--- config.mk ---
export PLATFORM = sky130hd
export DESIGN_NAME = camo_cell_array_kl
export DESIGN_NICKNAME = d
export VERILOG_FILES = /design/src/rtl/camo_cell_array_kl.sv
export SDC_FILE = /design/constraint.sdc
export NUM_CORES = 1
export LEC_CHECK = 0
export BUFFER_PORTS_ARGS = -buffer_cell sky130_fd_sc_hd__buf_2
export CAP_MARGIN = 20
export CORE_MARGIN = 5
export CORE_UTILIZATION = 50
export DETAILED_ROUTE_END_ITERATION = 8
export PLACE_DENSITY = 0.74
export SLEW_MARGIN = 20
export SYNTH_ARGS = -nofsm -noshare
export SYNTH_HDL_FRONTEND = slang
export SYNTH_SLANG_ARGS = --single-unit
export TNS_END_PERCENT = 5
--- constraint.sdc ---
create_clock -name clk -period 2.4 [get_ports clk]
set_clock_uncertainty 0.15 [all_clocks]
set_input_delay 0.12 -clock clk [delete_from_list [all_inputs] [get_ports clk]]
set_output_delay 0.12 -clock clk [all_outputs]
set_load 0.005 [all_outputs]
--- src/rtl/camo_cell_array_kl.sv ---
// Array of key-configurable 2-input cells (NAND/NOR/XOR per 2-bit key slice).
// Serial shadow-key load with atomic commit to the active key; registered evaluation.
module camo_cell_array_kl #(
    parameter int unsigned NUM_CELLS = 8,
    parameter int unsigned LATENCY   = 1
) (
    input  logic                                   clk,
    input  logic                                   rst,
    input  logic                                   key_start,
    input  logic                                   key_bit,
    input  logic                                   key_bit_vld,
    input  logic                                   key_commit,
    input  logic                                   in_vld,
    input  logic [NUM_CELLS-1:0]                   in_a,
    input  logic [NUM_CELLS-1:0]                   in_b,
    output logic                                   out_vld,
    output logic [NUM_CELLS-1:0]                   out_y,
    output logic                                   key_active,
    output logic [$clog2(2*NUM_CELLS+1)-1:0]       key_cnt,
    output logic                                   key_err
);

    localparam int unsigned KEY_W = 2 * NUM_CELLS;
    localparam int unsigned CNT_W = $clog2(KEY_W + 1);
    localparam logic [CNT_W-1:0] KEY_FULL = CNT_W'(KEY_W);

    typedef enum logic [1:0] {
        S_LOCKED = 2'd0,
        S_LOAD   = 2'd1,
        S_ACTIVE = 2'd2
    } state_t;

    state_t               state_q, state_d;
    logic [KEY_W-1:0]     shadow_q, shadow_d;
    logic [KEY_W-1:0]     active_q, active_d;
    logic [CNT_W-1:0]     key_cnt_q, key_cnt_d;
    logic                 key_active_q, key_active_d;
    logic                 key_err_q, key_err_d;
    logic                 out_vld_q, out_vld_d;
    logic [NUM_CELLS-1:0] out_y_q, out_y_d;

    logic                 pipe_vld;
    logic [NUM_CELLS-1:0] pipe_y;
    logic [NUM_CELLS-1:0] samp_y;

    always_ff @(posedge clk or posedge rst) begin
        if (rst) begin
            state_q      <= S_LOCKED;
            shadow_q     <= '0;
            active_q     <= '0;
            key_cnt_q    <= '0;
            key_active_q <= 1'b0;
            key_err_q    <= 1'b0;
            out_vld_q    <= 1'b0;
            out_y_q      <= '0;
        end else begin
            state_q      <= state_d;
            shadow_q     <= shadow_d;
            active_q     <= active_d;
            key_cnt_q    <= key_cnt_d;
            key_active_q <= key_active_d;
            key_err_q    <= key_err_d;
            out_vld_q    <= out_vld_d;
            out_y_q      <= out_y_d;
        end
    end

    // Key-management FSM; key_start has priority over bits and commits.
    always_comb begin
        state_d      = state_q;
        shadow_d     = shadow_q;
        active_d     = active_q;
        key_cnt_d    = key_cnt_q;
        key_active_d = key_active_q;
        key_err_d    = 1'b0;

        case (state_q)
            S_LOCKED: begin
                if (key_start) begin
                    state_d   = S_LOAD;
                    key_cnt_d = '0;
                end else if (key_commit) begin
                    key_err_d = 1'b1;
                end
            end

            S_LOAD: begin
                if (key_start) begin
                    key_cnt_d = '0;
                end else begin
                    if (key_bit_vld) begin
                        if (key_cnt_q < KEY_FULL) begin
                            for (int unsigned i = 0; i < KEY_W; i++) begin
                                if (key_cnt_q == CNT_W'(i)) begin
                                    shadow_d[i] = key_bit;
                                end
                            end
                            key_cnt_d = key_cnt_q + 1'b1;
                        end else begin
                            key_err_d = 1'b1;
                        end
                    end
                    // Commit is judged on the count before this cycle's bit lands.
                    if (key_commit) begin
                        if (key_cnt_q == KEY_FULL) begin
                            active_d     = shadow_q;
                            key_active_d = 1'b1;
                            state_d      = S_ACTIVE;
                        end else begin
                            key_err_d = 1'b1;
                        end
                    end
                end
            end

            S_ACTIVE: begin
                if (key_start) begin
                    state_d   = S_LOAD;
                    key_cnt_d = '0;
                end
            end

            default: begin
                state_d = S_LOCKED;
            end
        endcase
    end

    always_comb begin
        samp_y = '0;
        for (int unsigned i = 0; i < NUM_CELLS; i++) begin
            if (active_q[2*i]) begin
                samp_y[i] = in_a[i] ^ in_b[i];
            end else if (active_q[2*i+1]) begin
                samp_y[i] = ~(in_a[i] | in_b[i]);
            end else begin
                samp_y[i] = ~(in_a[i] & in_b[i]);
            end
        end
        if (!key_active_q) begin
            samp_y = '0;
        end
    end

    generate
        if (LATENCY >= 2) begin : g_lat2
            logic                 mid_vld_q, mid_vld_d;
            logic [NUM_CELLS-1:0] mid_y_q, mid_y_d;

            always_comb begin
                mid_vld_d = in_vld;
                mid_y_d   = in_vld ? samp_y : mid_y_q;
            end

            always_ff @(posedge clk or posedge rst) begin
                if (rst) begin
                    mid_vld_q <= 1'b0;
                    mid_y_q   <= '0;
                end else begin
                    mid_vld_q <= mid_vld_d;
                    mid_y_q   <= mid_y_d;
                end
            end

            assign pipe_vld = mid_vld_q;
            assign pipe_y   = mid_y_q;
        end else begin : g_lat1
            assign pipe_vld = in_vld;
            assign pipe_y   = samp_y;
        end
    endgenerate

    always_comb begin
        out_vld_d = pipe_vld;
        out_y_d   = pipe_vld ? pipe_y : out_y_q;
    end

    assign out_vld    = out_vld_q;
    assign out_y      = out_y_q;
    assign key_active = key_active_q;
    assign key_cnt    = key_cnt_q;
    assign key_err    = key_err_q;

endmodule

==> results of run 1 <==
[metrics by stage]
stage / utilization [%] / power, mW
3_5_place_dp: 58.2 / 1.19
6_report: 61.5 / 1.90
3_3_place_gp: 58.2 / 1.18
4_1_cts: 61.5 / 1.92
2_1_floorplan: - / 1.09
5_1_grt: 61.5 / 2.01
[logic make-up after synthesis]
group,after synthesis,share of synthesized area [%]
compound gates,26,7.14
fa+ha+maj,21,9.73
buf+inv,37,5.42
flops,50,46.3
mux,34,15.2
simple gates,74,16.1
[cells in the final DEF (no fill, tap or decap), drive strengths merged, types with 2 or more instances in the layout]
cell         count
nand2b           2
nor2b           19
nor4bb           4
a211oi           2
dfrtp           50
nand3            7
ha              21
o21ai            2
o22ai            7
o2bb2ai          2
inv             28
bufinv           2
mux2            33
nand4            3
buf             46
nand2           23
nor3             2
dlygate4sd3      3
nor2             3
o31a             7
clkbuf           6
[layout make-up]
| class | count | share of cell area (%) |
|---|---|---|
| clock buffers | 6 | 2.60 |
| well taps | 70 | 2.75 |
| clock inverters | 2 | 1.89 |
| repair buffers | 49 | 9.20 |
| inverters | 28 | 3.30 |
| multi-input cells | 155 | 40.9 |
| flip-flops and latches | 50 | 39.3 |
[worst max path at each step]
stage / start / end / slack (ps) / cells past startpoint
4_1_cts: key_cnt[1] / active_q[6] / 190 / 6
5_1_grt: key_cnt[1] / active_q[5] / 80 / 6
3_3_place_gp: key_cnt[0] / active_q[9] / 260 / 6
6_report: key_cnt[1] / active_q[5] / 200 / 6
3_5_place_dp: key_cnt[1] / active_q[6] / 210 / 6
2_1_floorplan: key_cnt[0] / active_q[10] / 100 / 6
[report_power, final]
group / internal, mW / switching [mW] / total, mW
combinational: 0.124 / 0.119 / 0.243
clock: 0.444 / 0.279 / 0.723
sequential: 0.898 / 0.0346 / 0.932
total: 1.47 / 0.433 / 1.90
[metal layers]
metal | track usage, % | wire length (um) | up-vias
li1 | - | - | 926
met4 | 4.39 | 63 | 0
met3 | 4.44 | 250 | 6
met5 | 0 | 0 | -
met1 | 22.1 | 2340 | 896
met2 | 25.7 | 2480 | 36
[tightest hold or removal path: stages]
cell	delay, ps
buf_2	140
nand3_1	90
a211oi_1	80
[registers in the layout (all words and copies together) (netlist names)]
name	count
out_y	8
active_q	16
key_active	1
key_err	1
state_q	2
shadow_q	16
key_cnt	5
out_vld	1
[what timing repair did]
item | CTS | global route
endpoints found under the hold margin | 56 | 0
hold buffers | 3 | 0
gates resized for setup | 0 | 0
setup endpoints to repair | 0 | 0
buffers inserted | 0 | 0
==> run_results.csv, run 1 <==
group,metric,value,unit
run_status,status,"finished clean",
setup_path,cp_slowest_cell,"dfrtp_1",
sta,setup_viol,0,
cells_and_area,multi_input_area,1300,um2
floorplan,die_h,83.5,um
setup_path,required,2440,ps
floorplan,num_io_pins,39,
global_route,antenna_found_initial,0,
setup_path,path_max_fanout,10,
min_path,hold_path_class,"in2reg",
sta,fmax,454,MHz
sta,fin_crit_sh,91.8,%
job,max_cap_viol_count,0,
drt,dr_total_vias,1864,
floorplan,die_area,6970,um2
sta,hold_ws,26.9,ps
cells_and_area,nFillCells,424,
setup_path,path_cells,"inv_1 > ha_1 > or3b_4 > nor4_4 > buf_4 > mux2_4",
synthesis,yosysWarnings,0,
setup_path,cpPeakStageDelay,430,ps
sta,fin_tns_setup,0,ps
synthesis,syn_area_per_cell,11.2,um2
drt,drc,0,
floorplan,die_x,83.5,um
setup_path,critPathBufInv,2,
synthesis,syn-num-nets,286,
cts,htreeDepth,2,
synthesis,synthTopCellsByArea,"dfrtp_1, mux2_2, ha_1",
cells_and_area,antenna_cells,0,
setup_path,worst-r2r-setup-slack,200,ps
synthesis,synthTopCellsByCount,"dfrtp_1, inv_1, mux2_2",
cells_and_area,syn2layout_area_growth,17.8,%
drt,post_drt_wl_per_cell,14.3,um
power_and_ir_drop,power_density,597,nW/um2
min_path,hold_start,"key_bit_vld",
cells_and_area,final_area,3180,um2
sta,layout_setup_ws,196,ps
global_route,gr-total-overflow,0,
power_and_ir_drop,ir_drop,289,uV
setup_path,timing.rr.start,"key_cnt[1]",
synthesis,ys_ff_latch,50,
synthesis,syn_area,2700,um2
synthesis,synth.yosys.seq_area_share,46.3,%
global_route,grt_max_degree,51,
synthesis,synth.distinct_cells,38,
drt,drtIter0Drc,121,
placement,place_ws,208,ps
cts,cts-root-buf,"clkbuf_8",
cts,cts_tree,"done",
global_route,grt_pass1_vias,1942,
synthesis,synth_most_common_cell,"dfrtp_1",
cells_and_area,regArea,1250,um2
floorplan,core_area,5170,um2
setup_path,critical_path_class,"reg2reg",
drt,drt_pass1_iterations,4,
setup_path,r2r_end,"active_q[5]",
cts,cts_made_buffers,5,
sta,slew_viol_final,0,
placement,gp_congestion,0.804,
setup_path,path_delay_family,"simple AND/OR/NAND/NOR gates",
floorplan,start_util,52.2,%
sta,min_period,2200,ps
setup_path,worst_setup_path_end_kind,"flip-flop",
synthesis,async_flop_share,100,%
sta,relSlewSlack,55.9,%
global_route,grtUsageTotal,16.3,%
cells_and_area,final_cells,360,
cts,clk_pin_slew_worst_paths,80,ps
synthesis,synth.largest_area_cell,"dfrtp_1",
power_and_ir_drop,leakage,1.63,nW
synthesis,synth_edf_count,0,
sta,finalHoldViolations,0,
min_path,hold_end,"key_err",
cts,clk_path_buf_depth,2,
synthesis,synth_cells,242,
placement,dp_hpwl,3.64,mm
setup_path,r2r_cells,6,
cells_and_area,final_nets,333,
setup_path,crit_path_start_kind,"flip-flop",
placement,placed_area,3010,um2
sta,worst_pin_slew,652,ps
placement,portBuffers,38,
cells_and_area,drive_gt1_share,31.7,%
placement,dp.cells,349,
synthesis,yosys_most_used_dff,"dfrtp_1",
global_route,grt_pass1_wl,9.29,mm
setup_path,critical_path_arrival,2250,ps
cts,cts_sinks,50,
cts,clkLatencyLatePin,310,ps
floorplan,rows,26,
drt,drt-vias-per-instance,5.18,
drt,postRouteAntennaNets,0,
synthesis,synth_top_area_share,46.3,%
sta,rsz0062_at_grt,"no",
drt,routed_wl,5.13,mm
min_path,hold_depth,3,
No activity file was read; power rests on OpenSTA's default activity.
==> run 2, diff against run 1 <==
Settings changed: PLACE_DENSITY 0.74 to 0.85.
==> run 2 against run 1 <==
  * Setup slack worse by 35 ps
  * Cell count is the same
  * Largest cell class unchanged
  * Register-to-register slack worse by 40 ps
  * Global-route usage decreased by 0.91 points
  * Critical endpoint is now active_q[1]
  * Worst hold slack worse by 4.6 ps
  * Clock power decreased by 37%
  * Non-clock buffer count grew 1
  * Core utilization down 1.1 points
  * Sequential power barely moved
  * Power is 14% lower
  * Cell area decreased by 1.7%
==> run_results.csv, run 2 (synthesized netlist as in run 1, its figures left out) <==
group,metric,value,unit
placement,dp.cells,350,
global_route,grt_max_degree,20,
min_path,hold_depth,3,
drt,drt-vias-per-instance,5.21,
setup_path,timing.rr.start,"key_cnt[1]",
cts,htreeDepth,2,
setup_path,path_max_fanout,18,
setup_path,r2r_cells,6,
floorplan,die_area,6970,um2
cts,post-cts-setup-buffer-count,0,
drt,routed_wl,4.92,mm
floorplan,die_h,83.5,um
min_path,hold_start,"key_bit_vld",
global_route,grt_pass1_vias,1976,
drt,dr_total_vias,1876,
sta,relSlewSlack,56.2,%
cells_and_area,layout_common_cells,"dfrtp_1, buf_2, inv_1",
drt,drtIter0Drc,57,
global_route,antenna_found_initial,0,
run_status,status,"finished clean",
floorplan,start_util,52.2,%
cts,cts_sinks,50,
sta,slew_viol_final,0,
sta,rsz0062_at_grt,"no",
global_route,grtUsageTotal,15.4,%
cts,clk_pin_slew_worst_paths,80,ps
sta,worst_pin_slew,649,ps
cells_and_area,final_nets,334,
floorplan,num_io_pins,39,
placement,portBuffers,38,
min_path,hold_path_class,"in2reg",
power_and_ir_drop,ir_drop,335,uV
placement,place_ws,151,ps
setup_path,r2r_end,"active_q[1]",
drt,drc,0,
cells_and_area,final_cells,360,
cells_and_area,drive_gt1_share,31.4,%
sta,min_period,2240,ps
power_and_ir_drop,power_density,522,nW/um2
drt,drt_pass1_iterations,4,
cts,cts_made_buffers,5,
cts,cts_tree,"done",
drt,post_drt_wl_per_cell,13.7,um
placement,gp_congestion,0.822,
floorplan,core_area,5170,um2
sta,fin_crit_sh,93.3,%
setup_path,crit_path_start_kind,"flip-flop",
sta,setup_viol,0,
floorplan,die_x,83.5,um
cells_and_area,antenna_cells,0,
cells_and_area,final_common_cell,"dfrtp_1",
sta,finalHoldViolations,0,
job,max_cap_viol_count,0,
cells_and_area,postLayoutCoreUtil,60.4,%
cts,clkLatencyLatePin,290,ps
setup_path,critical_path_arrival,2270,ps
sta,fmax,447,MHz
setup_path,worst-r2r-setup-slack,160,ps
setup_path,critical_path_class,"reg2reg",
cts,cts-root-buf,"clkbuf_8",
setup_path,worst_setup_path_end_kind,"flip-flop",
min_path,hold_end,"key_err",
power_and_ir_drop,leakage,1.60,nW
sta,fin_tns_setup,0,ps
global_route,grt_pass1_wl,8.94,mm
setup_path,required,2430,ps
cts,ctsResizeCount,0,
cts,hold_buffers,3,
cts,clk_path_buf_depth,2,
drt,postRouteAntennaNets,0,
placement,dp_hpwl,3.71,mm
floorplan,rows,26,
global_route,gr-total-overflow,0,
cells_and_area,syn2layout_area_growth,15.8,%
sta,layout_setup_ws,160,ps
## run 2: layer usage
| metal | GRT usage (%) | part of all wire, % | routed length [um] |
|---|---|---|---|
| met3 | 4.15 | 5.1 | 253 |
| met2 | 26.6 | 50 | 2470 |
| met4 | 4.24 | 1.2 | 59 |
| met5 | 0 | 0 | 0 |
| met1 | 18.9 | 44 | 2140 |
## run 2: worst max-delay path by stage
stage,from,endpoint,slack [ps]
after floorplan,key_cnt[0],active_q[10],100
after global placement,key_cnt[1],active_q[15],280
after detailed placement,key_cnt[1],active_q[1],150
after CTS,key_cnt[1],active_q[1],140
after global routing,key_cnt[1],active_q[1],60
final,key_cnt[1],active_q[1],160
## run 2: worst max-delay path: stages, from the launching register on
cell and delay, ps:
dfrtp_1 430, inv_1 120, ha_1 170, or3b_4 410
nor4_4 280, buf_12 210, mux2_2 350
## run 2: stage by stage
step	power [mW]	hold WS [ps]	area, um2
3_5_place_dp	1.20	-53.4	3020
3_3_place_gp	1.18	-62.1	3020
2_1_floorplan	1.09	1.43	2700
5_1_grt	1.73	22.9	3130
6_report	1.63	22.3	3130
4_1_cts	1.66	14.3	3130
## run 2: where the power goes
part           leakage, nW  switching (mW)  internal, mW  total (mW)
Sequential           0.679          0.0308         0.898       0.929
Combinational        0.884           0.126         0.126       0.252
Clock               0.0373           0.252         0.200       0.452
Total                 1.60           0.409          1.22        1.63
## run 2: cell type report
class                           instances  area [um2]
Timing Repair Buffer                   50         300
Sequential cell                        50        1250
Tap cell                               70        87.6
Inverter                               28         105
Clock inverter                          1        7.51
Multi-Input combinational cell        155        1300
Clock buffer                            6        72.6
Fill cell                             431        2050
==> run 3, diff against run 2 <==
Settings changed: CORE_UTILIZATION 50 to 40, PLACE_DENSITY 0.85 to 0.72.
==> run 3 against run 2 <==
  * Cell count increased by 3.1%
  * Power increased by 8.3%
  * Core utilization decreased by 13 points
  * Sequential share of layout area decreased by 0.38 points
  * Fmax increased by 2.6%
  * Die area increased by 22%
  * Largest power group unchanged
==> run_results.csv, run 3 (synthesized netlist as in run 1, its figures left out) <==
group,metric,value,unit
floorplan,die_h,92.2,um
sta,finalHoldViolations,0,
cells_and_area,final_cells,371,
sta,slew_viol_final,0,
power_and_ir_drop,power_frac_seq,52.5,%
sta,worst_pin_slew,698,ps
floorplan,start_util,40.4,%
cells_and_area,final_common_cell,"dfrtp_1",
cells_and_area,postLayoutCoreUtil,47.2,%
cts,clk_path_buf_depth,2,
sta,min_period,2180,ps
power_and_ir_drop,clkPwrFrac,33.6,%
power_and_ir_drop,power,1.77,mW
drt,drc,0,
cts,post-cts-setup-buffer-count,0,
setup_path,worst_setup_path_end_kind,"flip-flop",
setup_path,cpPeakStageDelay,430,ps
sta,fmax,458,MHz
placement,dp_hpwl,3.99,mm
setup_path,required,2440,ps
global_route,grtUsageTotal,13.5,%
power_and_ir_drop,p_comb_share,13.9,%
sta,fin_tns_setup,0,ps
drt,drtIter0Drc,56,
floorplan,die_area,8490,um2
global_route,grt_pass1_vias,1893,
min_path,hold_path_class,"in2reg",
cells_and_area,final_area,3160,um2
power_and_ir_drop,ir_drop,288,uV
setup_path,path_cells,"inv_1 > ha_1 > or3b_4 > nor4_4 > buf_4 > mux2_2",
global_route,grt_pass1_wl,9.20,mm
drt,dr_total_vias,1888,
sta,hold_ws,40.3,ps
floorplan,die_x,92.2,um
drt,drt_pass1_iterations,4,
global_route,gr-total-overflow,0,
cts,clk_pin_slew_worst_paths,90,ps
drt,postRouteAntennaNets,0,
global_route,antenna_found_initial,0,
drt,routed_wl,5.24,mm
drt,drt-vias-per-instance,5.09,
setup_path,critical_path_class,"reg2reg",
floorplan,num_io_pins,39,
placement,dp.cells,360,
cells_and_area,final_nets,334,
power_and_ir_drop,netSwitchingFraction,24.6,%
cts,htreeDepth,2,
sta,relSlewSlack,52.8,%
power_and_ir_drop,power_switching,0.435,mW
cells_and_area,layout_common_cells,"dfrtp_1, buf_2, inv_1",
placement,gp_congestion,0.798,
sta,fin_crit_sh,90.9,%
run_status,status,"finished clean",
sta,setup_viol,0,
cts,clkLatencyLatePin,310,ps
cells_and_area,drive_gt1_share,31.6,%
setup_path,path_max_fanout,8,
drt,highest-signal-layer,"met4",
placement,place_ws,229,ps
cts,cts_sinks,50,
global_route,grt_max_degree,19,
power_and_ir_drop,power_density,560,nW/um2
sta,layout_setup_ws,218,ps
cts,cts-root-buf,"clkbuf_8",
floorplan,core_area,6680,um2
drt,route.met3.wl,195,um
drt,wl_met2,2.61,mm
sta,rsz0062_at_grt,"no",
drt,drt-met1-wl,2.41,mm
job,max_cap_viol_count,0,
setup_path,critical_path_arrival,2220,ps
placement,placed_area,3020,um2
cts,cts_made_buffers,5,
setup_path,crit_path_start_kind,"flip-flop",
cts,cts_tree,"done",
cells_and_area,antenna_cells,0,
drt,post_drt_wl_per_cell,14.1,um
cells_and_area,syn2layout_area_growth,16.9,%
setup_path,cp_slowest_cell,"dfrtp_1",
placement,portBuffers,38,
power_and_ir_drop,p_int,1.33,mW
floorplan,rows,30,
power_and_ir_drop,leakage,1.61,nW
==> run 3: power by group through the flow <==
| stage | logic, mW | clock network (mW) | registers, mW |
|---|---|---|---|
| 2_1_floorplan | 0.153 | 0 | 0.939 |
| 3_3_place_gp | 0.239 | 0 | 0.944 |
| 3_5_place_dp | 0.245 | 0 | 0.946 |
| 4_1_cts | 0.250 | 0.606 | 0.929 |
| 5_1_grt | 0.283 | 0.645 | 0.937 |
| 6_report | 0.246 | 0.594 | 0.929 |
==> run 3: area by class of cell <==
cell class | instances | area, um2
clock buffers | 6 | 72.6
clock inverters | 2 | 37.5
fillers | 643 | 3520
inverters | 28 | 105
multi-input cells | 155 | 1300
flip-flops and latches | 50 | 1250
well taps | 80 | 100
repair buffers | 50 | 288
==> run 3: routing by layer <==
layer  vias up  track usage (%)
li1        922                -
met1       931             16.8
met2        31             23.6
met3         4             3.36
met4         0             2.97
met5         -                0
==> run 3: path summary, 6_finish.rpt <==
| path | start | endpoint | slack, ps | cells past startpoint |
|---|---|---|---|---|
| min reg2reg | shadow_q[0] | active_q[0] | 360 | 1 |
| min | key_commit | key_err | 40 | 3 |
| max reg2reg | key_cnt[1] | active_q[1] | 220 | 6 |
| max | key_cnt[1] | active_q[1] | 220 | 6 |
| max in group asynchronous | rst | shadow_q[7] | 1360 | 4 |
| min in group asynchronous | rst | out_y[1] | 160 | 3 |
==> run 3: what timing repair did <==
action	CTS	global route
resized for setup	0	0
endpoints found under the hold margin	18	0
hold buffers	3	0
==> run 3: worst max-delay path, delay by kind of cell, from the launching register on <==
family,cells,cell delay (ps)
multiplexers,1,350
flip-flops,1,430
buffers and inverters,2,330
AND/OR/NAND/NOR,2,650
adder cells (fa/ha/maj),1,160
